## src/rtl/manchester_rx.sv

```systemverilog
// Manchester receiver: start symbol + 8 data bits (MSB first), first half inverted.
// Latency: data_valid rises 17*HALF + HALF/2 + 1 cycles after the synchronized start edge.
// No backpressure: a byte not taken during its data_valid pulse is lost.
module manchester_rx #(
    parameter int HALF = 8
) (
    input  logic       clk,
    input  logic       rst,
    input  logic       line_in,
    output logic [7:0] data_out,
    output logic       data_valid,
    output logic       code_err,
    output logic       busy
);

    // Phase counter must hold 2*HALF-1.
    localparam int PW = $clog2(2 * HALF);

    // The phase counter is cleared at the start edge, so at the edge t0+n it
    // holds n-1 (mod 2*HALF). Each sample point is therefore a fixed phase value.
    localparam logic [PW-1:0] PH_START  = PW'(HALF - 1);
    localparam logic [PW-1:0] PH_FIRST  = PW'(HALF / 2 - 1);
    localparam logic [PW-1:0] PH_SECOND = PW'(HALF + HALF / 2 - 1);
    localparam logic [PW-1:0] PH_MAX    = PW'(2 * HALF - 1);

    typedef enum logic [2:0] {
        IDLE,
        START,
        FIRST,
        SECOND,
        DONE
    } state_t;

    state_t          state;
    state_t          state_nx;

    logic            sync1;
    logic            s;
    logic            s_d;
    logic [PW-1:0]   ph;
    logic [2:0]      bit_cnt;
    logic [7:0]      shreg;
    logic            first_smp;
    logic            err_q;

    logic            ph_clr;
    logic            ld_first;
    logic            shift_en;
    logic            err_nx;
    logic            dv_nx;

    // Two-flop synchronizer plus one-cycle delayed copy for edge detection.
    always_ff @(posedge clk or posedge rst) begin
        if (rst) begin
            sync1 <= 1'b0;
            s     <= 1'b0;
            s_d   <= 1'b0;
        end else begin
            sync1 <= line_in;
            s     <= sync1;
            s_d   <= s;
        end
    end

    // State register.
    always_ff @(posedge clk or posedge rst) begin
        if (rst) begin
            state <= IDLE;
        end else begin
            state <= state_nx;
        end
    end

    // Next-state logic and datapath controls; samples are taken at fixed phases only,
    // so line edges while busy never restart a frame.
    always_comb begin
        state_nx = state;
        ph_clr   = 1'b0;
        ld_first = 1'b0;
        shift_en = 1'b0;
        err_nx   = 1'b0;
        dv_nx    = 1'b0;
        case (state)
            IDLE: begin
                if (s && !s_d) begin
                    state_nx = START;
                    ph_clr   = 1'b1;
                end
            end
            START: begin
                if (ph == PH_START) begin
                    state_nx = s ? FIRST : IDLE;
                end
            end
            FIRST: begin
                if (ph == PH_FIRST) begin
                    ld_first = 1'b1;
                    state_nx = SECOND;
                end
            end
            SECOND: begin
                if (ph == PH_SECOND) begin
                    if (s == first_smp) begin
                        err_nx   = 1'b1;
                        state_nx = IDLE;
                    end else begin
                        shift_en = 1'b1;
                        state_nx = (bit_cnt == 3'd7) ? DONE : FIRST;
                    end
                end
            end
            DONE: begin
                dv_nx    = 1'b1;
                state_nx = IDLE;
            end
            default: begin
                state_nx = IDLE;
            end
        endcase
    end

    // Phase counter: held at 0 while idle, wraps at every bit boundary.
    always_ff @(posedge clk or posedge rst) begin
        if (rst) begin
            ph <= '0;
        end else if (ph_clr || state == IDLE) begin
            ph <= '0;
        end else if (ph == PH_MAX) begin
            ph <= '0;
        end else begin
            ph <= ph + 1'b1;
        end
    end

    // Bit counter and shift register; second-half sample enters from the LSB side.
    always_ff @(posedge clk or posedge rst) begin
        if (rst) begin
            bit_cnt   <= 3'd0;
            shreg     <= 8'h00;
            first_smp <= 1'b0;
        end else begin
            if (ph_clr) begin
                bit_cnt <= 3'd0;
                shreg   <= 8'h00;
            end else if (shift_en) begin
                bit_cnt <= bit_cnt + 3'd1;
                shreg   <= {shreg[6:0], s};
            end
            if (ld_first) begin
                first_smp <= s;
            end
        end
    end

    // Output registers: byte load and valid pulse in DONE; error pulse one cycle after the bad sample.
    always_ff @(posedge clk or posedge rst) begin
        if (rst) begin
            data_out   <= 8'h00;
            data_valid <= 1'b0;
            err_q      <= 1'b0;
            code_err   <= 1'b0;
        end else begin
            if (state == DONE) begin
                data_out <= shreg;
            end
            data_valid <= dv_nx;
            err_q      <= err_nx;
            code_err   <= err_q;
        end
    end

    assign busy = (state != IDLE);

endmodule

```

## config.mk

```make
export PLATFORM = sky130hd
export DESIGN_NAME = manchester_rx
export DESIGN_NICKNAME = d
export VERILOG_FILES = /design/src/rtl/manchester_rx.sv
export SDC_FILE = /design/constraint.sdc
export NUM_CORES = 1
export LEC_CHECK = 0
export ABC_AREA = 1
export BUFFER_PORTS_ARGS = -buffer_cell sky130_fd_sc_hd__buf_2
export CORE_MARGIN = 3
export CORE_UTILIZATION = 40
export DETAILED_ROUTE_END_ITERATION = 10
export SLEW_MARGIN = 20
export SYNTH_ARGS = -nofsm -noshare
export SYNTH_HDL_FRONTEND = slang
export SYNTH_SLANG_ARGS = --single-unit
```

## constraint.sdc

```tcl
create_clock -name clk -period 3 [get_ports clk]
set_input_delay 0.15 -clock clk [delete_from_list [all_inputs] [get_ports clk]]
set_output_delay 0.15 -clock clk [all_outputs]
set_load 0.005 [all_outputs]
```

Word-level counts from Yosys, hierarchy flattened
Index checks and enable logic that the tools add are counted.
{"block": "totals", "regBits": 33, "input_bits": 3, "wordCells": 60}
{"block": "op_classes", "n_addsub": 2, "eq_ne": 14, "muxes": 25, "n_reduce_logical": 7}
{"cell": "3-bit two-way mux", "n": 8}
{"cell": "8-bit two-way mux", "n": 2}
{"cell": "3-bit case mux with 4 select lines", "n": 1}
{"cell": "1-bit two-way mux", "n": 11}
{"cell": "4-bit == test, second input constant", "n": 2}
{"cell": "4-bit two-way mux", "n": 2}
{"cell": "2-bit != test, second input constant", "n": 4}
{"cell": "3-bit by 2-bit == test with 1-bit output, second input constant", "n": 2}
{"cell": "3-bit == test, second input constant", "n": 2}
{"cell": "4-bit by 1-bit adder with 4-bit output, second input constant", "n": 1}
{"cell": "4-bit by 2-bit == test with 1-bit output, second input constant", "n": 1}
{"cell": "4-bit by 3-bit == test with 1-bit output, second input constant", "n": 1}
{"cell": "4-bit AND reduction", "n": 1}
{"cell": "3-bit by 1-bit adder with 3-bit output, second input constant", "n": 1}
{"cell": "3-bit by 1-bit == test with 1-bit output, second input constant", "n": 1}
{"cell": "3-bit zero test", "n": 1}
{"cell": "3-bit nonzero test", "n": 1}
{"cell": "2-bit two-way mux", "n": 1}
{"cell": "2-bit nonzero test", "n": 1}
{"cell": "1-bit == test", "n": 1}
{"cell": "1-bit logical AND", "n": 1}
{"cell": "1-bit zero test", "n": 1}
{"cell": "1-bit logical OR", "n": 1}

Longest topological paths before layout
Gate-level depths: netlist of run 1.
{"block": "depth", "depth_word": 6, "ltp_mapped": 9}

Worst setup path before layout of run 1
Ideal clock, no wire load.
{"block": "synth_timing", "path_kind": "register to register", "from": "register state[0]", "to": "register shreg[1]", "setup_ns": 0.122, "arrival_ns": 1.129, "t_required_ns": 2.878, "setup_slack_ns": 1.749, "path_stages_with_launch": 8, "path_buffers": 1, "path_cell_list": "dfrtp_1 nor2_2 nand2_2 nor2_2 inv_2 buf_6 nand2_1 o21ai_1"}
{"block": "synth_between", "elab_chain_len": 3, "elab_cells_between_ends": 6}
{"item": "start, declared", "line": "34", "text": "state_t state;"}
{"item": "start signal, assigned", "line": "70", "text": "state <= state_nx;"}
{"item": "3-bit by 2-bit == test with 1-bit output or 3-bit zero test (tied branches)", "line": "83", "text": "case (state)"}
{"item": "1-bit two-way mux", "line": "83"}
{"item": "2-bit nonzero test (no line) or 8-bit two-way mux (tied branches)"}
{"item": "end signal, assigned", "line": "147", "text": "shreg <= {shreg[6:0], s};"}
{"item": "end, declared", "line": "42", "text": "logic [7:0] shreg;"}
Several ways; a longest one is shown, not always the timed one.
A chain may end at the register's enable or synchronous reset.

Worst setup path in the final report of run 1
{"block": "layout_timing", "from": "register ph[0]", "to": "register shreg[3]"}
{"block": "layout_between", "elab_chain_len": 4}
{"item": "start, declared", "line": "40", "text": "logic [PW-1:0] ph;"}
{"item": "start signal, assigned", "line": "131", "text": "ph <= ph + 1'b1;"}
{"item": "4-bit == test", "line": "102", "text": "if (ph == PH_SECOND) begin"}
{"item": "1-bit two-way mux", "line": "102"}
{"item": "1-bit two-way mux", "line": "83"}
{"item": "2-bit nonzero test (no line)"}
Every way passes these cells.

==> results.md, run 1 <==
- Critical-path top delay cell: dfrtp_1
- Core footprint: 3416 µm²
- Netlist Area Pre-Place: 1446 µm²
- # DRC: 0
- Pre-antenna DRT Iters: 5
- Area grow syn2layout: 14.71%
- Iteration-0 DRC Markers: 53
- Non-filler cells, final: 229
- Worst setup SP type: register
- Clock Tree Root: clkbuf_4
- Crit path kind: register to register
- Avg Synthesized Cell Area: 8.984 µm²
- CP Capture Type: register
- F_max: 720.2 MHz
- Final Cycle Share: 0.4629
- Peak VDD IR: 0.5248 mV
- Met1 GRT Util: 0.1534
- Setup Viol. Count Final: 0
- Post-placement cell count: 219
- Netlist cell types: 20
- Final antenna-violating net count: 0
- Min Tclk post-route: 1.389 ns
- CTS sink cnt: 33
- Row count: 21
- Gr busiest metal: met2
- Crit path DAT: 1.65 ns
- Layout cell share with drive strength beyond 1: 0.1803
- Critical path's largest stage delay: 0.38 ns
- # hold bufs at CTS: 2
- PortBufs: 13
- Setup TNS: 0 ns
- Power per Cell Area: 723.1 nW/µm²
- Final net count: 188
- Initial core utilization: 0.4234
- Die area: 4373 µm²
- # IOs: 14
- Max cap viols: 0
- Normalized max-slew margin: 0.7316
- Flops & latches, synth: 33
- Die H: 66.13 µm
- Total GRT Usage: 0.1259
- Reg clk slew, reported paths: 0.10 ns
- CTS tree: built
- Initial antenna violation count: 0
- CP Max Fanout: 14
- Mapped Cells: 161
- Most frequent cells in the layout: nand2_1, dfrtp_1, inv_1
- CTS Buf Count: 5
- Yosys warning count: 0
- Buffer depth of the longest clock path: 2
- CP Buf/Inv Count: 2
- Crit-path cells: ha_1, nand3_1, inv_1, nand3_4, inv_2, nand2_1, o21ai_0
- Post_cts resized: 0
- First-pass GRT wire length: 4064 µm
- Post-CTS Setup Inserts: 0
- Syn Nets: 167
- Gpl congestion: 0.8284
- Fin Clk Skew: 0.006401 ns
- Global route overflow: 0
- Seq/Total Area, Yosys: 0.5709
- Critical path required time: 3.26 ns
- Least-Margin Pin Slew: 0.4025 ns
- Final Hold Fails: 0
- M2 GR Usage: 0.1884
- Vias in the first global route: 960
- Commonest non-fill, non-tap cell in the layout: nand2_1
- Worst min path class: register to register
- Largest net degree at the start of global routing: 34
- Final wirelength: 2331 µm
- Hpwl dp: 1723 µm
- P_leak: 0.9011 nW
- RSZ-0062 raised after global routing: false
- Routed vias: 1022
- Met3 usage: 0.04082
- Die Width: 66.13 µm
- Final Slew Violations: 0
- Clk_lat worst skew: 0.33 ns
- Vias/cell: 4.463
- H-tree depth: 2
- Top Family by Delay on Critical Path: flip-flops
- Diode count: 0
- Status: completed
- Wirelength per Cell: 10.18 µm
-- where the power goes --
| part | internal (mW) | switching, mW | leakage, nW |
|---|---|---|---|
| Combinational | 0.108 | 0.190 | 0.413 |
| Clock | 0.199 | 0.145 | 0.0455 |
| Sequential | 0.502 | 0.0560 | 0.442 |
| Total | 0.809 | 0.391 | 0.901 |
-- state kept, by name, summed over array words and instances (netlist names) --
signal / cells
state: 3
data_valid: 1
s: 1
code_err: 1
bit_cnt: 3
s_d: 1
shreg: 8
err_q: 1
first_smp: 1
ph: 4
data_out: 8
sync1: 1
-- through the flow --
step	cell area (µm²)	setup WS (ns)	power (mW)	hold slack, ns	util
finish	1659	1.611	1.200	0.3620	0.4857
global route	1659	1.461	1.301	0.3749	0.4857
CTS	1659	1.593	1.220	0.3682	0.4857
detailed placement	1554	1.625	0.8702	0.2574	0.4549
global placement	1554	1.653	0.8579	0.2551	0.4549
floorplan	1446	1.749	0.8088	0.1814	-
-- area by class of cell --
| cell class | instances | area, µm² |
|---|---|---|
| fill | 326 | 1757 |
| sequential | 33 | 825.8 |
| multi-input combinational | 104 | 515.5 |
| timing repair buffer | 16 | 92.59 |
| inverter | 22 | 82.58 |
| tap | 46 | 57.56 |
| clock buffer | 7 | 55.05 |
| clock inverter | 1 | 30.03 |
-- kinds of logic (layout without fill, tap and decap cells) --
family          after synthesis  count (layout)  synth area share
flops                        33              33            0.5709
fa+ha+maj                     3               3           0.02595
mux                           1               1          0.006921
simple gates                 87              87            0.2708
xor+xnor                      1               1          0.006056
buf+inv                      24              46           0.07266
compound gates               12              12           0.04671
-- worst reg2reg max path, cell delays in order (launching register included) --
cell,delay [ns]
dfrtp_1,0.38
ha_1,0.22
nand3_1,0.13
inv_1,0.13
nand3_4,0.17
inv_2,0.16
nand2_1,0.06
o21ai_0,0.07
-- worst paths after layout --
check                           startpoint        end  slack [ns]  cells after the start
min in group asynchronous              rst   code_err        0.43                      4
max in group asynchronous              rst  first_smp        2.27                      4
worst min-delay path                 err_q   code_err        0.36                      0
worst max register to register       ph[0]   shreg[3]        1.61                      7
worst max-delay path                 ph[0]   shreg[3]        1.61                      7
worst min register to register       err_q   code_err        0.36                      0
-- routing by layer --
| metal | wire (µm) | share of wire |
|---|---|---|
| met2 | 1041 | 0.45 |
| met5 | 0 | 0 |
| met4 | 49 | 0.021 |
| met3 | 109 | 0.047 |
| met1 | 1131 | 0.49 |
-- synth_stat cells --
library cell	n	area, µm²
inv_2	3	11.26
o21ai_0	3	15.01
nor2_1	11	41.29
nand3_1	13	65.06
xor2_1	1	8.760
nand3_4	1	17.52
nand2_1	53	198.9
o21ai_1	7	35.03
nor3_1	2	10.01
and2_1	1	6.260
ha_1	3	37.54
nor2_2	2	12.51
dfrtp_1	33	825.8
nand2_2	2	12.51
nor2_4	1	11.26
nor3_4	1	16.27
buf_6	2	22.52
inv_1	19	71.32
mux2i_1	1	10.01
o21ai_2	2	17.52
Power figures use the tool's default switching activity.
==> run 2: changes to the inputs <==
Clock period 3 ns to 1.4 ns, I/O delays scaled along.
==> run 2 against run 1 <==
Effect of this change:
- flip-flop and latch count is the same
- maximum frequency grew 7.0%
- global-route usage grew 0.86 points
- hold slack lost 0.021 ns
- count of clock-buffer cells in the layout is the same
- clock skew grew 0.0019 ns
- utilization grew 1.9 points
- first-iteration DRC count grew 7.5%
- die area is the same
- combinational power grew to 2.6 times the previous value
- critical path depth shrank 1
- critical endpoint is now bit_cnt[0]
==> results.md, run 2 (synthesis gave the netlist of run 1 again) <==
- Status: completed
- Final Slew Violations: 0 (unchanged)
- Tot Pwr: 2.699 mW (+120%)
- Critical path's largest stage delay: 0.38 ns (about the same)
- Total GRT Usage: 0.1345 (+0.008585)
- Global route overflow: 0 (unchanged)
- Fin Clk Skew: 0.008348 ns (+0.001947 ns)
- Final antenna-violating net count: 0 (unchanged)
- Commonest non-fill, non-tap cell in the layout: nand2_1
- Row count: 21 (unchanged)
- Worst setup margin: 0.1023 ns (-1.509 ns)
- Worst setup SP type: register
- # DRC: 0 (unchanged)
- F_max: 770.6 MHz (+7.0%)
- Util after Layout: 0.5051 (+0.01941)
- Placed inst area: 1569 µm² (+0.97%)
- Pre-antenna DRT Iters: 4 (-1)
- Hpwl dp: 1756 µm (+1.9%)
- PortBufs: 13 (unchanged)
- Worst min path class: input pin to async pin
- Die H: 66.13 µm (unchanged)
- Critical path required time: 1.66 ns (-1.60 ns)
- Iteration-0 DRC Markers: 57 (+7.5%)
- Least-Margin Pin Slew: 0.4011 ns (-0.001460 ns)
- Largest regs: data_out (8), shreg (8), ph (4)
- Largest net degree at the start of global routing: 34 (unchanged)
- Post-placement cell count: 221 (+0.91%)
- CTS sink cnt: 33 (unchanged)
- Clk_lat worst skew: 0.34 ns (about the same)
- H-tree depth: 2 (unchanged)
- Buffer depth of the longest clock path: 2 (unchanged)
- FF-to-FF End: bit_cnt[0]
- CTS Buf Count: 5 (unchanged)
- Setup Viol. Count Final: 0 (unchanged)
- Pre-CTS setup slack: 0.05773 ns (-1.568 ns)
- Normalized max-slew margin: 0.7326 (+0.0009730)
- Core footprint: 3416 µm² (unchanged)
- Final Cycle Share: 0.9269 (+0.4640)
- Area grow syn2layout: 19.29%
- RSZ-0062 raised after global routing: false
- CP Capture Type: register
- Reg clk slew, reported paths: 0.10 ns (about the same)
- Reg2reg setup slack: 0.10 ns (-1.51 ns)
- Initial antenna violation count: 0 (unchanged)
- CP Max Fanout: 7 (-7)
- Initial core utilization: 0.4234 (unchanged)
- Wirelength per Cell: 10.93 µm (+7.4%)
- Non-filler cells, final: 235 (+2.6%)
- P_leak: 0.9185 nW (+1.9%)
- Routed vias: 1078 (+5.5%)
- Crit path kind: register to register
- Final wirelength: 2569 µm (+10%)
- Critical-path top delay cell: dfrtp_1
- Peak VDD IR: 0.8855 mV (+69%)
- Gpl congestion: 0.7869 (-5.0%)
- Most frequent cells in the layout: nand2_1, dfrtp_1, inv_1
- R2R depth: 6 (-1)
- First-pass GRT wire length: 4264 µm (+4.9%)
- WHS: 0.3413 ns (-0.02065 ns)
- Final net count: 194 (+3.2%)
- Die Width: 66.13 µm (unchanged)
- Diode count: 0 (unchanged)
- Clock Tree Root: clkbuf_4
- CTS tree: built
- Setup TNS: 0 ns (unchanged)
- Crit path DAT: 1.56 ns (-0.09 ns)
- Post-route cell area: 1725 µm² (+4.0%)
- Crit-path cells: ha_2, nand3_2, inv_2, nand3_4, buf_4, mux2i_1
- RR Startpoint: ph[0]
- Die area: 4373 µm² (unchanged)
- Power per Cell Area: 1564 nW/µm² (+120%)
- # IOs: 14 (unchanged)
- Vias/cell: 4.587 (+2.8%)
- Vias in the first global route: 1002 (+4.4%)
- Layout cell share with drive strength beyond 1: 0.2328 (+0.05248)
- Max cap viols: 0 (unchanged)
- Min Tclk post-route: 1.298 ns (-0.09092 ns)
- Final Hold Fails: 0 (unchanged)
## run 2: power breakdown
| part | switching (mW) | total [mW] | internal [mW] |
|---|---|---|---|
| sequential | 0.117 | 1.19 | 1.08 |
| combinational | 0.485 | 0.761 | 0.275 |
| clock | 0.319 | 0.745 | 0.426 |
| total | 0.921 | 2.70 | 1.78 |
## run 2: worst max path at each step
stage / startpoint / to / slack [ns] / cells past startpoint
2_1_floorplan: state[0] / shreg[1] / 0.15 / 7
3_3_place_gp: state[2] / bit_cnt[0] / 0.09 / 6
3_5_place_dp: ph[0] / shreg[1] / 0.06 / 6
4_1_cts: ph[0] / shreg[1] / 0.03 / 7
5_1_grt: state[0] / shreg[3] / 0.003 / 6
6_report: ph[0] / bit_cnt[0] / 0.10 / 6
## run 2: timing repair
action / in CTS / in global routing
setup buffers: 0 / 3
resized for setup: 0 / 7
hold buffers: 2 / 0
endpoints found under the hold margin: 34 / 0
endpoints found under the setup margin: 0 / 12
## run 2: layer usage
| metal | vias to the layer above | part of all wire | global-route usage |
|---|---|---|---|
| li1 | 549 | - | - |
| met1 | 500 | 0.46 | 0.1522 |
| met2 | 20 | 0.46 | 0.2094 |
| met3 | 9 | 0.050 | 0.05102 |
| met4 | 0 | 0.029 | 0.08883 |
| met5 | - | 0 | 0 |
## run 2: final cells by class
type	count	area (µm²)
clock buffer	7	55.05
tap	46	57.56
fill	328	1690
inverter	22	85.08
clock inverter	1	30.03
sequential	33	827.0
timing repair buffer	21	130.1
multi-input combinational	105	540.5
## run 2: worst max-delay path, delay by kind of cell (launching register included)
family        cells  cell delay, ns
flops             1            0.38
buf+inv           2            0.28
fa+ha+maj         1            0.22
simple gates      2            0.22
mux               1            0.12
==> run 3: changes to the inputs <==
Settings changed: SETUP_SLACK_MARGIN set to 0.5.
==> run 3 against run 2 <==
Effect of this change:
- utilization up 7.6 points
- first-iteration DRC count down 33%
- cell area up 15%
- count of clock-buffer cells in the layout down 2
- via count up 5.8%
- global-route usage up 1.6 points
- power up 11%
- final cell count up 6.0%
- largest cell class unchanged
- largest power group is now combinational logic
==> results.md, run 3 (synthesis gave the netlist of run 1 again) <==
- Peak VDD IR: 1.174 mV (+33%)
- Power per Cell Area: 1510 nW/µm² (-3.5%)
- Largest net degree at the start of global routing: 23 (-32%)
- Max cap viols: 0 (unchanged)
- Final Hold Fails: 0 (unchanged)
- CTS Buf Count: 5 (unchanged)
- F_max: 813.1 MHz (+5.5%)
- First-pass GRT wire length: 4995 µm (+17%)
- Wirelength per Cell: 11.55 µm (+5.6%)
- Status: completed
- Core footprint: 3416 µm² (unchanged)
- M2 GR Usage: 0.2404 (+0.03098)
- Gr busiest metal: met2
- # IOs: 14 (unchanged)
- Setup TNS: 0 ns (unchanged)
- Pre-CTS setup slack: 0.09486 ns (+0.03713 ns)
- Util after Layout: 0.5813 (+0.07619)
- Setup Viol. Count Final: 0 (unchanged)
- Non-filler cells, final: 249 (+6.0%)
- Worst min path class: input pin to async pin
- Worst setup margin: 0.1702 ns (+0.06783 ns)
- Min Tclk post-route: 1.230 ns (-0.06783 ns)
- Vias in the first global route: 1124 (+12%)
- Initial core utilization: 0.4234 (unchanged)
- Die Width: 66.13 µm (unchanged)
- Diode count: 0 (unchanged)
- Largest regs: data_out (8), shreg (8), ph (4)
- Most frequent cells in the layout: nand2_1, dfrtp_1, nand2_2
- Vias/cell: 4.578 (-0.19%)
- CTS sink cnt: 33 (unchanged)
- Least-Margin Pin Slew: 0.5225 ns (+0.1215 ns)
- Met1 GRT Util: 0.1868 (+0.03458)
- Normalized max-slew margin: 0.6513 (-0.08136)
- Met3 usage: 0.04592 (-0.005102)
- Final net count: 208 (+7.2%)
- Final Slew Violations: 0 (unchanged)
- P_leak: 1.018 nW (+11%)
- Iteration-0 DRC Markers: 38 (-33%)
- Layout cell share with drive strength beyond 1: 0.4778 (+0.2450)
- Global route overflow: 0 (unchanged)
- Area grow syn2layout: 37.28%
- Crit path kind: register to register
- Fill cells: 316 (-3.7%)
- Fin Clk Skew: 0.006883 ns (-0.001465 ns)
- Gpl congestion: 0.8504 (+8.1%)
- Reg clk slew, reported paths: 0.10 ns (about the same)
- CP Max Fanout: 3 (-4)
- RSZ-0062 raised after global routing: true
- Buffer depth of the longest clock path: 2 (unchanged)
- Hpwl dp: 1767 µm (+0.63%)
- Clock Tree Root: clkbuf_4
- Routed vias: 1140 (+5.8%)
- PortBufs: 13 (unchanged)
- Post-placement cell count: 220 (-0.45%)
- Clk_lat worst skew: 0.33 ns (about the same)
- Row count: 21 (unchanged)
- Commonest non-fill, non-tap cell in the layout: nand2_1
- Critical path required time: 1.63 ns (-0.03 ns)
- Crit path DAT: 1.46 ns (-0.10 ns)
- Pre-antenna DRT Iters: 5 (+1)
- CP Capture Type: register
- CTS tree: built
- Worst setup SP type: register
- # DRC: 0 (unchanged)
- Die area: 4373 µm² (unchanged)
- WHS: 0.2984 ns (-0.04298 ns)
- Final antenna-violating net count: 0 (unchanged)
- Total GRT Usage: 0.1510 (+0.01649)
- Final Cycle Share: 0.8784 (-0.04845)
- Final wirelength: 2875 µm (+12%)
- H-tree depth: 2 (unchanged)
- Initial antenna violation count: 0 (unchanged)
- Die H: 66.13 µm (unchanged)
run 3: report_power, final:
part           leakage [nW]  internal (mW)  switching [mW]
registers             0.437           1.09           0.140
clock network        0.0310          0.189           0.325
logic                 0.550          0.562           0.697
run 3: repair_timing:
action                     4_1_cts  5_1_grt
hold endpoints to repair        12        0
hold buffers                     2        0
gates cloned                     1        0
setup buffers                   11        7
pin swaps                       10       14
gates resized for setup         22       36
setup endpoints to repair       40       40
run 3: metal layers:
metal  wire [µm]  part of all wire
met1        1263              0.44
met2        1422              0.49
met3         163             0.057
met4          26            0.0090
met5           0                 0
run 3: final timing paths:
kind                           from         end  slack, ns  cells after the start
min                             rst    state[0]       0.30                      3
max in group asynchronous       rst  bit_cnt[1]       0.61                      4
min reg2reg                   sync1           s       0.36                      0
max                        state[0]    state[0]       0.17                      9
min in group clk              sync1           s       0.36                      0
max reg2reg                state[0]    state[0]       0.17                      9
run 3: worst max-delay path, cell delays in order (launching register included):
cell and delay (ns):
dfrtp_2 0.46, buf_6 0.14, inv_2 0.04, nand2_2 0.05, nor2_4 0.13, nand2_2 0.06
nand2_2 0.10, nor2_2 0.04, nand2_1 0.06, nand2_1 0.05
run 3: final cells by class:
| type | count | area [µm²] | area share |
|---|---|---|---|
| Timing Repair Buffer | 35 | 272.8 | 0.1374 |
| Multi-Input combinational cell | 105 | 673.1 | 0.3390 |
| Clock buffer | 5 | 37.54 | 0.01890 |
| Tap cell | 46 | 57.56 | 0.02899 |
| Clock inverter | 3 | 17.52 | 0.008822 |
| Inverter | 22 | 95.09 | 0.04789 |
| Sequential cell | 33 | 832.0 | 0.4190 |
run 3: per-stage QoR:
stage | cell area [µm²] | power [mW]
2_1_floorplan | 1463 | 1.762
3_3_place_gp | 1590 | 1.880
3_5_place_dp | 1590 | 1.900
4_1_cts | 1837 | 2.744
5_1_grt | 1986 | 3.209
6_report | 1986 | 2.998
